[src/rtl/seg7_pkg.sv]
// Shared 7-segment pattern constants (bit 0 = segment a ... bit 6 = segment g).
// The encoder and this decoder both take their tables from here, so the two cannot drift apart.
package seg7_pkg;

  localparam logic [6:0] SEG7_PAT_0 = 7'h3F;
  localparam logic [6:0] SEG7_PAT_1 = 7'h06;
  localparam logic [6:0] SEG7_PAT_2 = 7'h5B;
  localparam logic [6:0] SEG7_PAT_3 = 7'h4F;
  localparam logic [6:0] SEG7_PAT_4 = 7'h66;
  localparam logic [6:0] SEG7_PAT_5 = 7'h6D;
  localparam logic [6:0] SEG7_PAT_6 = 7'h7D;
  localparam logic [6:0] SEG7_PAT_7 = 7'h27;
  localparam logic [6:0] SEG7_PAT_8 = 7'h7F;
  localparam logic [6:0] SEG7_PAT_9 = 7'h6F;
  localparam logic [6:0] SEG7_PAT_A = 7'h77;
  localparam logic [6:0] SEG7_PAT_B = 7'h7C;
  localparam logic [6:0] SEG7_PAT_C = 7'h58;
  localparam logic [6:0] SEG7_PAT_D = 7'h5E;
  localparam logic [6:0] SEG7_PAT_E = 7'h79;
  localparam logic [6:0] SEG7_PAT_F = 7'h71;
  localparam logic [6:0] SEG7_BLANK = 7'h00;

endpackage

[src/rtl/seg7_pattern_decode.sv]
// Combinational inverse of the hex-to-7-segment table.
// nib_o is 0 unless legal_o is set; blank_o flags the all-off pattern.
module seg7_pattern_decode
  import seg7_pkg::*;
(
  input  logic [6:0] pat_i,
  output logic [3:0] nib_o,
  output logic       legal_o,
  output logic       blank_o
);

  always_comb begin
    nib_o   = 4'h0;
    legal_o = 1'b1;
    case (pat_i)
      SEG7_PAT_0: nib_o = 4'h0;
      SEG7_PAT_1: nib_o = 4'h1;
      SEG7_PAT_2: nib_o = 4'h2;
      SEG7_PAT_3: nib_o = 4'h3;
      SEG7_PAT_4: nib_o = 4'h4;
      SEG7_PAT_5: nib_o = 4'h5;
      SEG7_PAT_6: nib_o = 4'h6;
      SEG7_PAT_7: nib_o = 4'h7;
      SEG7_PAT_8: nib_o = 4'h8;
      SEG7_PAT_9: nib_o = 4'h9;
      SEG7_PAT_A: nib_o = 4'hA;
      SEG7_PAT_B: nib_o = 4'hB;
      SEG7_PAT_C: nib_o = 4'hC;
      SEG7_PAT_D: nib_o = 4'hD;
      SEG7_PAT_E: nib_o = 4'hE;
      SEG7_PAT_F: nib_o = 4'hF;
      default:    legal_o = 1'b0;
    endcase
  end

  assign blank_o = (pat_i == SEG7_BLANK);

endmodule

[src/rtl/seg7_scan_decoder.sv]
// Readback monitor for a multiplexed 7-segment bus: captures each stable digit into a register file.
// Build option SEG7DEC_ACTIVE_LOW_EN: common-anode boards, seg_in/dig_in inverted at the input register.
module seg7_scan_decoder
  import seg7_pkg::*;
#(
  parameter int NUM_DIGITS    = 4,
  parameter int STABLE_CYCLES = 4
) (
  input  logic                         clk,
  input  logic                         rst_n,
  input  logic [7:0]                   seg_in,
  input  logic [NUM_DIGITS-1:0]        dig_in,
  output logic [4*NUM_DIGITS-1:0]      digits_o,
  output logic [NUM_DIGITS-1:0]        dps_o,
  output logic [NUM_DIGITS-1:0]        valid_o,
  output logic                         upd_o,
  output logic [((NUM_DIGITS > 1) ? $clog2(NUM_DIGITS) : 1)-1:0] upd_idx_o,
  output logic                         frame_o,
  output logic                         err_o
);

  localparam int IDXW = (NUM_DIGITS > 1) ? $clog2(NUM_DIGITS) : 1;
  localparam int CW   = (STABLE_CYCLES > 1) ? $clog2(STABLE_CYCLES + 1) : 1;
  localparam logic [CW-1:0] CNT_MAX = CW'(STABLE_CYCLES);
  localparam logic [CW-1:0] CNT_HIT = CW'(STABLE_CYCLES - 1);

  logic [7:0]            seg_raw_q;
  logic [NUM_DIGITS-1:0] dig_raw_q;
  logic [7:0]            seg_s;
  logic [NUM_DIGITS-1:0] dig_s;

  // Raw pins are stored as-is so the reset value reads as idle in either polarity.
`ifdef SEG7DEC_ACTIVE_LOW_EN
  localparam logic RAW_IDLE = 1'b1;
  assign seg_s = ~seg_raw_q;
  assign dig_s = ~dig_raw_q;
`else
  localparam logic RAW_IDLE = 1'b0;
  assign seg_s = seg_raw_q;
  assign dig_s = dig_raw_q;
`endif

  logic [7:0]              seg_p_q;
  logic [NUM_DIGITS-1:0]   dig_p_q;
  logic [CW-1:0]           cnt_q, cnt_d;
  logic [CW-1:0]           mh_q, mh_d;
  logic [4*NUM_DIGITS-1:0] digits_q, digits_d;
  logic [NUM_DIGITS-1:0]   dps_q, dps_d;
  logic [NUM_DIGITS-1:0]   valid_q, valid_d;
  logic [NUM_DIGITS-1:0]   mask_q, mask_d;
  logic                    upd_q, upd_d;
  logic [IDXW-1:0]         idx_q, idx_d;
  logic                    frame_q, frame_d;
  logic                    err_q, err_d;

  logic            same, dig_onehot, dig_multi, capture, mh_hit;
  logic [IDXW-1:0] enc_idx;
  logic [3:0]      dec_nib;
  logic            dec_legal, dec_blank;

  seg7_pattern_decode u_dec (
    .pat_i   (seg_s[6:0]),
    .nib_o   (dec_nib),
    .legal_o (dec_legal),
    .blank_o (dec_blank)
  );

  assign same       = (seg_s == seg_p_q) && (dig_s == dig_p_q);
  assign dig_onehot = $onehot(dig_s);
  assign dig_multi  = !$onehot0(dig_s);
  assign capture    = same && dig_onehot && (cnt_q == CNT_HIT);
  assign mh_hit     = same && dig_multi && (mh_q == CNT_HIT);

  always_comb begin
    enc_idx = '0;
    for (int i = 0; i < NUM_DIGITS; i++) begin
      if (dig_s[i]) enc_idx = enc_idx | IDXW'(i);
    end
  end

  // Separate run counters for one-hot and multi-hot so each fires once per stable period.
  always_comb begin
    cnt_d = '0;
    mh_d  = '0;
    if (same && dig_onehot) cnt_d = (cnt_q == CNT_MAX) ? cnt_q : cnt_q + CW'(1);
    if (same && dig_multi)  mh_d  = (mh_q == CNT_MAX) ? mh_q : mh_q + CW'(1);
  end

  always_comb begin
    digits_d = digits_q;
    dps_d    = dps_q;
    valid_d  = valid_q;
    mask_d   = mask_q;
    upd_d    = 1'b0;
    frame_d  = 1'b0;
    idx_d    = idx_q;
    err_d    = err_q | mh_hit;
    if (capture) begin
      upd_d = 1'b1;
      idx_d = enc_idx;
      for (int i = 0; i < NUM_DIGITS; i++) begin
        if (dig_s[i]) begin
          digits_d[4*i +: 4] = dec_legal ? dec_nib : 4'h0;
          dps_d[i]           = seg_s[7];
          valid_d[i]         = dec_legal;
        end
      end
      if (!dec_legal && !dec_blank) err_d = 1'b1;
      if ((mask_q | dig_s) == {NUM_DIGITS{1'b1}}) begin
        frame_d = 1'b1;
        mask_d  = '0;
      end else begin
        mask_d = mask_q | dig_s;
      end
    end
  end

  always_ff @(posedge clk) begin
    if (!rst_n) begin
      seg_raw_q <= {8{RAW_IDLE}};
      dig_raw_q <= {NUM_DIGITS{RAW_IDLE}};
      seg_p_q   <= '0;
      dig_p_q   <= '0;
      cnt_q     <= '0;
      mh_q      <= '0;
      digits_q  <= '0;
      dps_q     <= '0;
      valid_q   <= '0;
      mask_q    <= '0;
      upd_q     <= 1'b0;
      idx_q     <= '0;
      frame_q   <= 1'b0;
      err_q     <= 1'b0;
    end else begin
      seg_raw_q <= seg_in;
      dig_raw_q <= dig_in;
      seg_p_q   <= seg_s;
      dig_p_q   <= dig_s;
      cnt_q     <= cnt_d;
      mh_q      <= mh_d;
      digits_q  <= digits_d;
      dps_q     <= dps_d;
      valid_q   <= valid_d;
      mask_q    <= mask_d;
      upd_q     <= upd_d;
      idx_q     <= idx_d;
      frame_q   <= frame_d;
      err_q     <= err_d;
    end
  end

  assign digits_o  = digits_q;
  assign dps_o     = dps_q;
  assign valid_o   = valid_q;
  assign upd_o     = upd_q;
  assign upd_idx_o = idx_q;
  assign frame_o   = frame_q;
  assign err_o     = err_q;

endmodule

[config.mk]
export PLATFORM = sky130hd
export DESIGN_NAME = seg7_scan_decoder
export DESIGN_NICKNAME = d
export VERILOG_FILES = /design/src/rtl/seg7_pkg.sv /design/src/rtl/seg7_pattern_decode.sv /design/src/rtl/seg7_scan_decoder.sv
export SDC_FILE = /design/constraint.sdc
export NUM_CORES = 1
export LEC_CHECK = 0
export ABC_AREA = 1
export CAP_MARGIN = 20
export CELL_PAD_IN_SITES_DETAIL_PLACEMENT = 2
export CELL_PAD_IN_SITES_GLOBAL_PLACEMENT = 2
export CORE_AREA = 10 10 112 114
export DETAILED_ROUTE_END_ITERATION = 8
export DIE_AREA = 0 0 122 124
export MAX_ROUTING_LAYER = met4
export PLACE_DENSITY_LB_ADDON = 0.1
export SLEW_MARGIN = 20
export SYNTH_ARGS = -nofsm -noshare
export SYNTH_HDL_FRONTEND = slang
export SYNTH_SLANG_ARGS = --single-unit
[constraint.sdc]
create_clock -name clk -period 3.2 [get_ports clk]
set_clock_uncertainty 0.2 [all_clocks]
set_input_delay 0.48 -clock clk [delete_from_list [all_inputs] [get_ports clk]]
set_output_delay 0.48 -clock clk [all_outputs]
set_load 0.05 [all_outputs]
## Yosys cells after proc, flatten, opt, wreduce, memory -nomap -nowiden

Index checks and enable logic that the tools add are counted.

| word-level totals | value |
|---|---|
| register bits after elaboration | 63 |
| bits of input ports | 14 |
| output and inout bits | 29 |
| logic and storage cells | 84 |

| cells by class | value |
|---|---|
| add/subtract/negate cells | 5 |
| order comparisons | 1 |
| equal/unequal tests | 24 |
| multiplexer cells | 11 |
| bitwise gates (word level) | 2 |
| reductions and logical operators | 18 |

Operators by type and width:

| cell | number |
|---|---|
| $eq A7 B7 Y1 const B | 13 |
| $pmux W4 S15 | 1 |
| $reduce_or A16 Y1 | 1 |
| $eq A7 B6 Y1 const B | 2 |
| $reduce_and A2 Y1 | 7 |
| $eq A8 B8 Y1 | 1 |
| $mux W4 | 2 |
| $eq A7 B3 Y1 const B | 1 |
| $logic_not A7 Y1 | 1 |
| $add A3 B1 Y3 const B | 2 |
| $eq A3 B2 Y1 const B | 2 |
| $eq A3 B3 Y1 const B | 2 |
| $logic_and A1 B1 Y1 | 6 |
| $mux W1 | 6 |
| $add A1 B1 Y2 | 2 |
| $eq A4 B4 Y1 | 1 |
| $eq A4 B4 Y1 const B | 1 |
| $mux W2 | 2 |
| $or A4 B4 Y4 | 1 |
| $add A2 B2 Y3 | 1 |
| $eq A3 B1 Y1 const B | 1 |
| $le A3 B1 Y1 const B | 1 |
| $logic_not A1 Y1 | 3 |
| $or A1 B1 Y1 | 1 |

## Longest topological paths before layout

Gate-level depths: netlist of the first run.

| logic depth | value |
|---|---|
| word-level depth | 9 |
| mapped depth | 12 |
| mapped depth without buffers | 11 |

## By module

Synthesis of the first run repeated with hierarchy kept, for this count alone.

| unflattened totals | value |
|---|---|
| cells, all modules | 450 |
| area, all modules | 3156.8 um^2 |

Modules (own cells, without submodules):

| module | times used | cells an instance | area an instance (um^2) | sequential area each (um^2) |
|---|---|---|---|---|
| seg7_scan_decoder | 1 | 383 | 2849.0 | 1261.2 |
| seg7_pattern_decode | 1 | 67 | 307.8 | 0.0 |

## Worst setup path before layout of the first run

No wires, ideal clock.

| timing path | value |
|---|---|
| kind | reg2reg |
| start | register dig_raw_q[1] |
| end | register digits_q[11], in the netlist digits_o[11] |
| setup time | 0.114 ns |
| data arrival time | 2.076 ns |
| path slack | 0.810 ns |
| stages on the path, launching flop included | 11 |
| buffers on the path | 1 |
| clock period less this slack | 2.390 ns |
| cells stage by stage | dfxtp_1 fa_1 ha_1 ha_1 nor2_1 nand2_1 nor2_2 buf_4 nand4_1 nand2_1 nor2_1 |

| on the way | value |
|---|---|
| word-level cells in the longest chain between the ends | 6 |
| elaborated cells on any way between the ends | 8 |

Ends and longest elaborated chain:

| what | line | RTL |
|---|---|---|
| start, declared | seg7_scan_decoder.sv:28 | `logic [NUM_DIGITS-1:0] dig_raw_q;` |
| start signal, assigned | seg7_scan_decoder.sv:121 | `dig_raw_q <= {NUM_DIGITS{RAW_IDLE}};` |
| start signal, assigned | seg7_scan_decoder.sv:136 | `dig_raw_q <= dig_in;` |
| $add A1 B1 Y2 (implied by the code) | seg7_scan_decoder.sv:69 | `assign dig_onehot = $onehot(dig_s);` |
| $add A2 B2 Y3 (implied by the code) | seg7_scan_decoder.sv:69 |  |
| $eq A3 B1 Y1 | seg7_scan_decoder.sv:69 |  |
| $logic_and A1 B1 Y1 * (2 in series) | seg7_scan_decoder.sv:71 | `assign capture = same && dig_onehot && (cnt_q == CNT_HIT);` |
| $reduce_and A2 Y1 (no source line) * | - |  |
| end signal, assigned | seg7_scan_decoder.sv:141 | `digits_q <= digits_d;` |
| end, declared | seg7_scan_decoder.sv:47 | `logic [4*NUM_DIGITS-1:0] digits_q, digits_d;` |

Every way passes the cells marked *; elsewhere a longest branch is shown, timed or not.
A chain may end at the register's enable or synchronous reset.

## Worst setup path after layout of the first run

| timing path | value |
|---|---|
| start | register dig_raw_q[3] |
| end | register digits_q[5], in the netlist digits_o[5] |

The elaborated chain is that of the path after synthesis.

==> results.py, run 1 <==
metrics = {
    "routing": {
        "detail_route.wirelength_mm": 8.93,
        "antenna_left": 0,
        "viasPerCell": 4.40,
        "drtIter0Drc": 99,
        "route.detailed.drc": 0,
        "avgRoutedWirePerCell_um": 14.2,
        "vias": 2764,
        "first_pass_iters": 4,
    },
    "critical_path": {
        "crit_path_frequent_cell": "nor2_1",
        "reg2reg_slack_ps": 340,
        "critPathLaunchType": "flip-flop",
        "max_stage_delay_ps": 580,
        "cp_slowest_cell": "dfxtp_1",
        "worstSetupPathType": "reg -> reg",
        "rr_worst_depth": 10,
        "cp_data_required_time_ps": 3290,
        "crit_path_cell_trace": "fa_1 -> ha_1 -> ha_1 -> nor2_1 -> nand2_1 -> inv_1 -> nand3_2 -> nor2_1 -> nor2_1 -> nor2_1",
        "critPathMaxFanout": 10,
        "reg2reg_from": "dig_raw_q[3]",
        "cp_data_arrival_time_ps": 2950,
        "worstSetupEndpointType": "flip-flop",
        "regToRegEndpoint": "digits_o[5]",
    },
    "timing": {
        "worstMarginPinSlew_ps": 806,
        "max_slew_margin_pct": 46.3,
        "finalCritPeriodShare_pct": 89.4,
        "final_max_slew_viol_count": 0,
        "setup_viol_count_final": 0,
        "hold_viol": 0,
        "fmax_mhz": 349,
        "fin_crit_ps": 2860,
        "holdWs_ps": 268,
        "tns_ps": 0,
        "rsz0062_at_grt": "no",
    },
    "synth": {
        "yosys.area.top_type_share_pct": 42.7,
        "synthAdderAreaFrac_pct": 4.49,
        "ys_top_cells_by_area": "dfxtp_1, nand2_1, nor2_1",
        "synth_simple_gate_area_share_pct": 36.3,
        "synth_common_cells": "nand2_1, nor2_1, inv_1, dfxtp_1, nand4_1",
        "ys.flop_type": "dfxtp_1",
        "syn_nets": 469,
        "ys.warnings.count": 0,
        "avgSynthCellArea_sq_um": 6.64,
        "netlist_instances": 445,
        "ys_ff_latch": 63,
        "ys_types": 25,
        "yosys.area_share.xor_xnor_pct": 2.08,
        "yosysMostFrequentCell": "nand2_1",
        "synthMuxAreaShare_pct": 0,
        "synthArstFlopShare_pct": 0,
        "synth_edf_count": 0,
        "yosysTopAreaCell": "dfxtp_1",
        "synth_top_family_by_area": "simple AND/OR/NAND/NOR gates",
        "synth_area_sq_um": 2950,
        "ys_seq_area_share_pct": 42.7,
        "synth_compound_area_share_pct": 2.25,
    },
    "cts": {
        "cts_setup_buffers": 0,
        "cts.sinks": 63,
        "cts-root-buf": "clkbuf_8",
        "cts_tree": "done",
        "cts_buffers": 9,
        "cts_hold_buf": 0,
        "max-clock-path-buffers": 2,
        "cts-resized-gates": 0,
        "cts.htree.levels": 3,
        "path_clk_slew_ps": 70,
        "clk_latency_ps": 350,
    },
    "hold_path": {
        "min-delay-start": "seg_raw_q[7]",
        "hold_depth": 2,
        "hp-class": "reg -> reg",
        "min_to": "seg_p_q[7]",
    },
    "flow_run": {
        "drv_cap": 0,
    },
    "floorplanning": {
        "start_util_pct": 28.9,
        "core_sq_um": 10200,
        "ios": 43,
        "dieArea_sq_um": 15100,
        "die_height_um": 124,
        "rows": 37,
        "die_w_um": 122,
    },
    "pwr": {
        "power.total_w": 0.00170,
        "power.density_nw_per_um2": 458,
        "p_leak_nw": 1.80,
        "max-vdd-ir-drop_mv": 0.174,
    },
    "grt": {
        "grt_max_degree": 25,
        "grt_use_total_pct": 13.1,
        "grt_first_pass_wirelength_mm": 15.3,
        "grt_antenna_before_repair": 0,
        "grt_overflow": 0,
        "grt_pass1_vias": 2997,
    },
    "run_status": {
        "status": "finished, final reports clean",
    },
    "finish": {
        "multiInputGateArea_sq_um": 1330,
        "drive_gt1_share_pct": 5.89,
        "fin_nets": 511,
        "n_fill_cell": 1244,
        "diodes": 0,
        "ff_latch_area_sq_um": 1260,
        "syn_to_final_growth_pct": 25.8,
        "fin_area_sq_um": 3710,
    },
    "place": {
        "io_buffers": 42,
        "dpl-instance-area_sq_um": 3500,
        "hpwl_mm": 7.02,
        "gp_congestion": 0.805,
    },
}
## stage by stage
stage                     instances  setup WS (ps)  util (%)
after floorplan                 445            810         -
after global placement          612            464      34.2
after detailed placement        612            363      34.2
after CTS                       628            297      36.3
after global routing            628           63.5      36.3
final                           628            339      36.3
## worst max-delay path: cells and delay by family (launching register included)
kind / cells / cell delay [ps]
adders and majority gates: 3 / 980
and+or+nand+nor: 6 / 860
DFF: 1 / 580
buffers and inverters: 1 / 170
## registers in the layout, summed over array words and instances, names as in the netlist, 4 cells and up
signal     flops
dig_p_q        4
seg_raw_q      8
valid_o        4
seg_p_q        8
mask_q         4
digits_o      16
dig_raw_q      4
dps_o          4
## how the worst max path moves through the flow
stage	from	cells past startpoint	slack, ps	end
2_1_floorplan	dig_raw_q[1]	10	810	digits_o[11]
5_1_grt	dig_raw_q[3]	10	60	digits_o[7]
3_5_place_dp	dig_raw_q[3]	10	360	digits_o[5]
4_1_cts	dig_raw_q[3]	10	300	digits_o[5]
6_report	dig_raw_q[3]	10	340	digits_o[5]
3_3_place_gp	dig_raw_q[3]	10	460	digits_o[7]
## final cells by class
type	count	area share, %
clock buffers	10	3.44
clock inverters	6	2.29
inverters	78	7.88
multi-input cells	289	35.8
flip-flops and latches	63	34.0
well taps	136	4.58
repair buffers	46	12.0
## cell families (layout without fill, tap and decap cells)
logic type | count (synthesis) | in the layout
buffers and inverters | 93 | 140
flip-flops | 63 | 63
AO/OA/AOI/OAI | 12 | 12
adder cells (fa/ha/maj) | 10 | 10
XOR/XNOR | 7 | 7
AND/OR/NAND/NOR | 260 | 260
## where the power goes
group | leakage (nW) | switching (W) | internal, W
Combinational | 1.18 | 0.0000729 | 0.0000435
Clock | 0.102 | 0.000330 | 0.000436
Sequential | 0.513 | 0.0000193 | 0.000798
## layer usage
metal  up-vias  routed length [um]  global-route usage (%)
met4         0                 146                    5.14
li1       1416                   -                       -
met1      1301                4280                    15.5
met5         -                   0                       -
met2        35                4270                    21.3
met3        12                 231                    2.62
## placed cells by master, fill, tap and decap left out, drive strengths merged, types with 2 or more instances in the layout
cell type,Yosys,final
nand2,125,125
nor2,97,97
inv,78,78
dfxtp,63,63
clkdlybuf4s50,0,41
nand4,19,19
nand3,17,17
clkbuf,6,10
ha,9,9
a21oi,8,8
xnor2,5,5
buf,9,5
xor2,2,2
bufinv,0,2
clkinvlp,0,2
clkinv,0,2
No activity file was read; power rests on OpenSTA's default activity.
==> inputs of run 2 (changes only) <==
- CORE_AREA: 10 10 112 114 -> 10 10 108 110
- DIE_AREA: 0 0 122 124 -> 0 0 118 120
- clock period: 3.2 -> 3.4 ns (I/O delays scaled with it)
==> run 2 against run 1 <==
Effect of this change:
- sequential share of layout area unchanged
- highest routed layer unchanged
- largest cell class unchanged
- largest power group unchanged
- sequential power down 5.6%
- hold slack better by 1.3 ps
- die area down 6.4%
- critical path depth unchanged
==> results.py, run 2 (synthesis results as in run 1) <==
metrics = {
    "routing": {
        "detail_route.wirelength_mm": 8.59,
        "avgRoutedWirePerCell_um": 13.8,
        "vias": 2755,
        "drtIter0Drc": 76,
        "first_pass_iters": 4,
        "viasPerCell": 4.42,
        "route.detailed.drc": 0,
        "antenna_left": 0,
    },
    "place": {
        "io_buffers": 42,
        "hpwl_mm": 6.85,
        "gp_congestion": 0.825,
        "dp.cells": 608,
        "dp_slack_ps": 524,
    },
    "cts": {
        "cts_setup_buffers": 0,
        "cts_tree": "done",
        "max-clock-path-buffers": 2,
        "cts_hold_buf": 0,
        "cts-root-buf": "clkbuf_8",
        "cts.sinks": 63,
        "cts-resized-gates": 0,
        "path_clk_slew_ps": 80,
        "cts_buffers": 9,
        "clk_latency_ps": 350,
        "cts.htree.levels": 3,
    },
    "flow_run": {
        "drv_cap": 0,
    },
    "pwr": {
        "power.density_nw_per_um2": 439,
        "max-vdd-ir-drop_mv": 0.150,
        "p_leak_nw": 1.80,
    },
    "finish": {
        "fin_util_pct": 38.9,
        "diodes": 0,
        "syn_to_final_growth_pct": 25.8,
        "instances_no_fill": 624,
        "largest_reg_flops": 16,
        "final_common_cell": "nand2_1",
        "drive_gt1_share_pct": 5.50,
        "fin_nets": 510,
        "mostFrequentLayoutCells": "nand2_1, nor2_1, inv_1, dfxtp_1, clkdlybuf4s50_1",
    },
    "timing": {
        "setup_viol_count_final": 0,
        "fin_crit_ps": 2870,
        "worst_slack_ps": 527,
        "rsz0062_at_grt": "no",
        "tns_ps": 0,
        "final_max_slew_viol_count": 0,
        "holdWs_ps": 270,
        "hold_viol": 0,
        "max_slew_margin_pct": 46.4,
        "finalCritPeriodShare_pct": 84.5,
        "worstMarginPinSlew_ps": 804,
        "fmax_mhz": 348,
    },
    "critical_path": {
        "cp_data_required_time_ps": 3490,
        "critPathLaunchType": "flip-flop",
        "reg2reg_slack_ps": 530,
        "cp_data_arrival_time_ps": 2960,
        "worstSetupEndpointType": "flip-flop",
        "reg2reg_from": "dig_raw_q[3]",
        "rr_worst_depth": 10,
        "regToRegEndpoint": "dps_o[1]",
        "worstSetupPathType": "reg -> reg",
        "critPathMaxFanout": 10,
    },
    "floorplanning": {
        "start_util_pct": 30.9,
        "ios": 43,
        "die_height_um": 120,
        "dieArea_sq_um": 14200,
        "die_w_um": 118,
        "rows": 36,
        "core_sq_um": 9550,
    },
    "grt": {
        "grt_antenna_before_repair": 0,
        "grt_first_pass_wirelength_mm": 14.9,
        "grt_overflow": 0,
        "grt_use_total_pct": 13.3,
        "grt_pass1_vias": 3012,
        "grt_max_degree": 29,
    },
    "hold_path": {
        "hp-class": "reg -> reg",
        "min-delay-start": "mask_q[1]",
        "hold_depth": 2,
        "min_to": "mask_q[1]",
    },
    "run_status": {
        "status": "finished, final reports clean",
    },
}
==> run 2: changes by cell type in the layout (fill, tap and decap cells not counted), sizes merged <==
cell	previous run	this run
clkbuf	10	13
clkinvlp	2	0
buf	5	4
clkinv	2	1
==> run 2: critical path, cell delays in order (launching register included) <==
cell	delay, ps
dfxtp_1	560
fa_1	510
ha_1	220
ha_1	280
nor2_1	100
nand2_1	80
inv_1	160
nand3_2	200
nor2_1	320
nor2_1	70
nor2_1	100
==> run 2: how the worst max path moves through the flow <==
stage | from | endpoint | slack (ps) | cells after the start
finish | dig_raw_q[3] | dps_o[1] | 530 | 10
global route | dig_raw_q[0] | digits_o[5] | 260 | 10
CTS | dig_raw_q[0] | dps_o[1] | 490 | 10
detailed placement | dig_raw_q[0] | dps_o[1] | 520 | 10
global placement | dig_raw_q[1] | digits_o[5] | 660 | 10
floorplan | dig_raw_q[1] | digits_o[11] | 1010 | 10
==> run 2: report_power, final <==
part,switching (W),internal (W)
Sequential,0.0000201,0.000751
Clock,0.000299,0.000453
Combinational,0.0000660,0.0000408
Total,0.000385,0.00124
==> run 2: stage by stage <==
step	area [sq um]	power (W)
floorplan	2950	0.000853
global placement	3490	0.000891
detailed placement	3490	0.000898
CTS	3710	0.00166
global route	3710	0.00171
finish	3710	0.00163
==> run 2: area by class of cell <==
class,count,area [sq um]
clock buffers,13,159
clock inverters,3,65.1
fillers,1208,5840
inverters,78,293
multi-input cells,289,1330
flip-flops and latches,63,1260
well taps,133,166
repair buffers,45,438
==> run 2: layer usage <==
layer	wire [um]	GRT usage, %
met4	166	6.49
met3	200	2.44
met2	4150	22.2
met5	0	-
met1	4080	15.2
==> inputs of run 3 (changes only) <==
- CORE_AREA: 10 10 108 110 -> 10 10 118 120
- DIE_AREA: 0 0 118 120 -> 0 0 128 130
- clock period: 3.4 -> 2.4 ns (I/O delays scaled with it)
==> run 3 against run 2 <==
Effect of this change:
- die area up 18%
- first-iteration DRC count up 2.6%
- clock power up 65%
- routed wire length up 8.0%
- largest power group is now the clock network
==> results.py, run 3 (synthesis results as in run 1) <==
metrics = {
    "run_status": {
        "status": "finished, final reports clean",
    },
    "finish": {
        "fin_nets": 529,
        "mostFrequentLayoutCells": "nand2_1, nor2_1, inv_1, dfxtp_1, clkdlybuf4s50_1",
        "syn_to_final_growth_pct": 36.9,
        "fin_area_sq_um": 4040,
        "drive_gt1_share_pct": 12.8,
        "n_fill_cell": 1411,
        "instances_no_fill": 656,
        "largest_reg_flops": 16,
        "final_common_cell": "nand2_1",
        "diodes": 0,
    },
    "timing": {
        "hold_viol": 0,
        "fmax_mhz": 424,
        "worstMarginPinSlew_ps": 518,
        "final_max_slew_viol_count": 0,
        "setup_viol_count_final": 0,
        "rsz0062_at_grt": "yes",
        "fin_crit_ps": 2360,
        "max_slew_margin_pct": 65.4,
        "finalCritPeriodShare_pct": 98.4,
    },
    "grt": {
        "grt_use_total_pct": 12.0,
        "grt_max_degree": 19,
        "globalRoute.busiestLayer": "met2",
        "use_met1_pct": 14.0,
        "grt_antenna_before_repair": 0,
        "grt_overflow": 0,
        "grt_pass1_vias": 3127,
        "grt_first_pass_wirelength_mm": 15.3,
        "grt_util_met2_pct": 19.3,
        "use_met3_pct": 2.80,
    },
    "pwr": {
        "power.density_nw_per_um2": 622,
        "p_int_w": 0.00191,
        "p_leak_nw": 1.93,
        "comb_power_share_pct": 7.5,
        "seq_power_share_pct": 43.3,
        "p_sw_share_pct": 23.9,
        "p_switching_w": 0.000601,
        "clkPwrFrac_pct": 49.3,
        "max-vdd-ir-drop_mv": 0.261,
    },
    "floorplanning": {
        "die_w_um": 128,
        "start_util_pct": 25.2,
        "die_height_um": 130,
        "dieArea_sq_um": 16600,
        "rows": 40,
        "core_sq_um": 11700,
        "ios": 43,
    },
    "routing": {
        "drtIter0Drc": 78,
        "route.detailed.drc": 0,
        "detail_route.wirelength_mm": 9.28,
        "first_pass_iters": 4,
        "antenna_left": 0,
        "vias": 2876,
        "avgRoutedWirePerCell_um": 14.1,
        "viasPerCell": 4.38,
    },
    "critical_path": {
        "cp_data_required_time_ps": 2430,
        "crit_path_frequent_cell": "nor2_4",
        "critPathMaxFanout": 5,
        "startpoint": "dig_raw_q[0]",
        "worstSetupPathType": "reg -> reg",
        "reg2reg_from": "dig_raw_q[0]",
        "critPathLaunchType": "flip-flop",
        "crit_path_cell_trace": "fa_1 -> ha_2 -> ha_4 -> nor2_4 -> nand2_4 -> nor2_4 -> nand3_1 -> nand2_2 -> nor2_1",
        "cp_slowest_cell": "fa_1",
        "max_stage_delay_ps": 540,
        "worstSetupEndpointType": "flip-flop",
        "cp_data_arrival_time_ps": 2390,
    },
    "hold_path": {
        "min-delay-start": "rst_n",
        "hp-class": "in -> reg",
    },
    "place": {
        "dpl-instance-area_sq_um": 3630,
        "hpwl_mm": 7.28,
        "io_buffers": 42,
        "gp_congestion": 0.755,
        "dp.cells": 638,
    },
    "cts": {
        "cts-root-buf": "clkbuf_16",
        "path_clk_slew_ps": 50,
        "cts.htree.levels": 3,
        "cts_tree": "done",
        "max-clock-path-buffers": 2,
        "clk_latency_ps": 340,
        "cts.sinks": 63,
        "cts_buffers": 9,
    },
    "flow_run": {
        "drv_cap": 0,
    },
}
[run 3: cell count changes in the layout (fill, tap and decap cells not counted), moves of 2 or more]
cell / before / now
nor2_1: 92 / 85
ha_1: 9 / 7
bufinv_16: 2 / 0
clkbuf_1: 2 / 0
nor2_4: 1 / 7
clkbuf_8: 11 / 3
dfxtp_1: 63 / 61
dfxtp_2: 0 / 2
nand2_2: 0 / 5
buf_4: 3 / 18
nand2_1: 125 / 119
clkbuf_16: 0 / 9
buf_6: 0 / 4
[run 3: worst max-delay path, delay by kind of cell (launching register included)]
family                   cells  cell delay, ps
flip-flops                   1             330
adder cells (fa/ha/maj)      3             960
AND/OR/NAND/NOR              6             760
[run 3: timing repair]
action,4_1_cts,5_1_grt
resized for setup,15,16
pin swaps,6,11
buffers inserted,2,1
endpoints found under the setup margin,33,34
hold buffers,0,0
[run 3: worst paths after layout]
path              cells after the start          to  slack, ps
setup / recovery                      9   mask_q[3]         40
setup reg to reg                      9   mask_q[3]         40
hold reg to reg                       2  seg_p_q[7]        260
hold / removal                        3  valid_o[0]        250
[run 3: final cells by class]
cell class,instances,area (sq um),share of cell area [%]
Clock buffer,12,267,6.59
Inverter,78,295,7.30
Timing Repair Buffer,64,596,14.7
Tap cell,147,184,4.55
Sequential cell,63,1260,31.2
Multi-Input combinational cell,289,1420,35.1
Clock inverter,3,17.5,0.433
[run 3: metal layers]
metal / wire (um) / up-vias / share of wire, %
met5: 0 / - / 0
li1: - / 1446 / -
met2: 4460 / 37 / 48
met3: 311 / 11 / 3.4
met4: 155 / 0 / 1.7
met1: 4350 / 1382 / 47
[run 3: power by group through the flow]
stage                     combinational (W)  clock [W]  sequential, W
after floorplan                    0.000109          0        0.00110
after global placement             0.000163          0        0.00111
after detailed placement           0.000168          0        0.00111
after CTS                          0.000183    0.00128        0.00109
after global routing               0.000213    0.00133        0.00109
final                              0.000188    0.00124        0.00109
[run 3: through the flow]
| stage | power [W] | setup WS (ps) | setup TNS (ps) | hold slack, ps | util, % |
|---|---|---|---|---|---|
| 2_1_floorplan | 0.00121 | 10.1 | 0 | 232 | - |
| 3_3_place_gp | 0.00127 | -71.5 | -1060 | 241 | 31.0 |
| 3_5_place_dp | 0.00128 | -166 | -3480 | 255 | 31.0 |
| 4_1_cts | 0.00255 | 7.30 | 0 | 244 | 34.0 |
| 5_1_grt | 0.00263 | -78.9 | -685 | 268 | 34.5 |
| 6_report | 0.00251 | 39.6 | 0 | 252 | 34.5 |
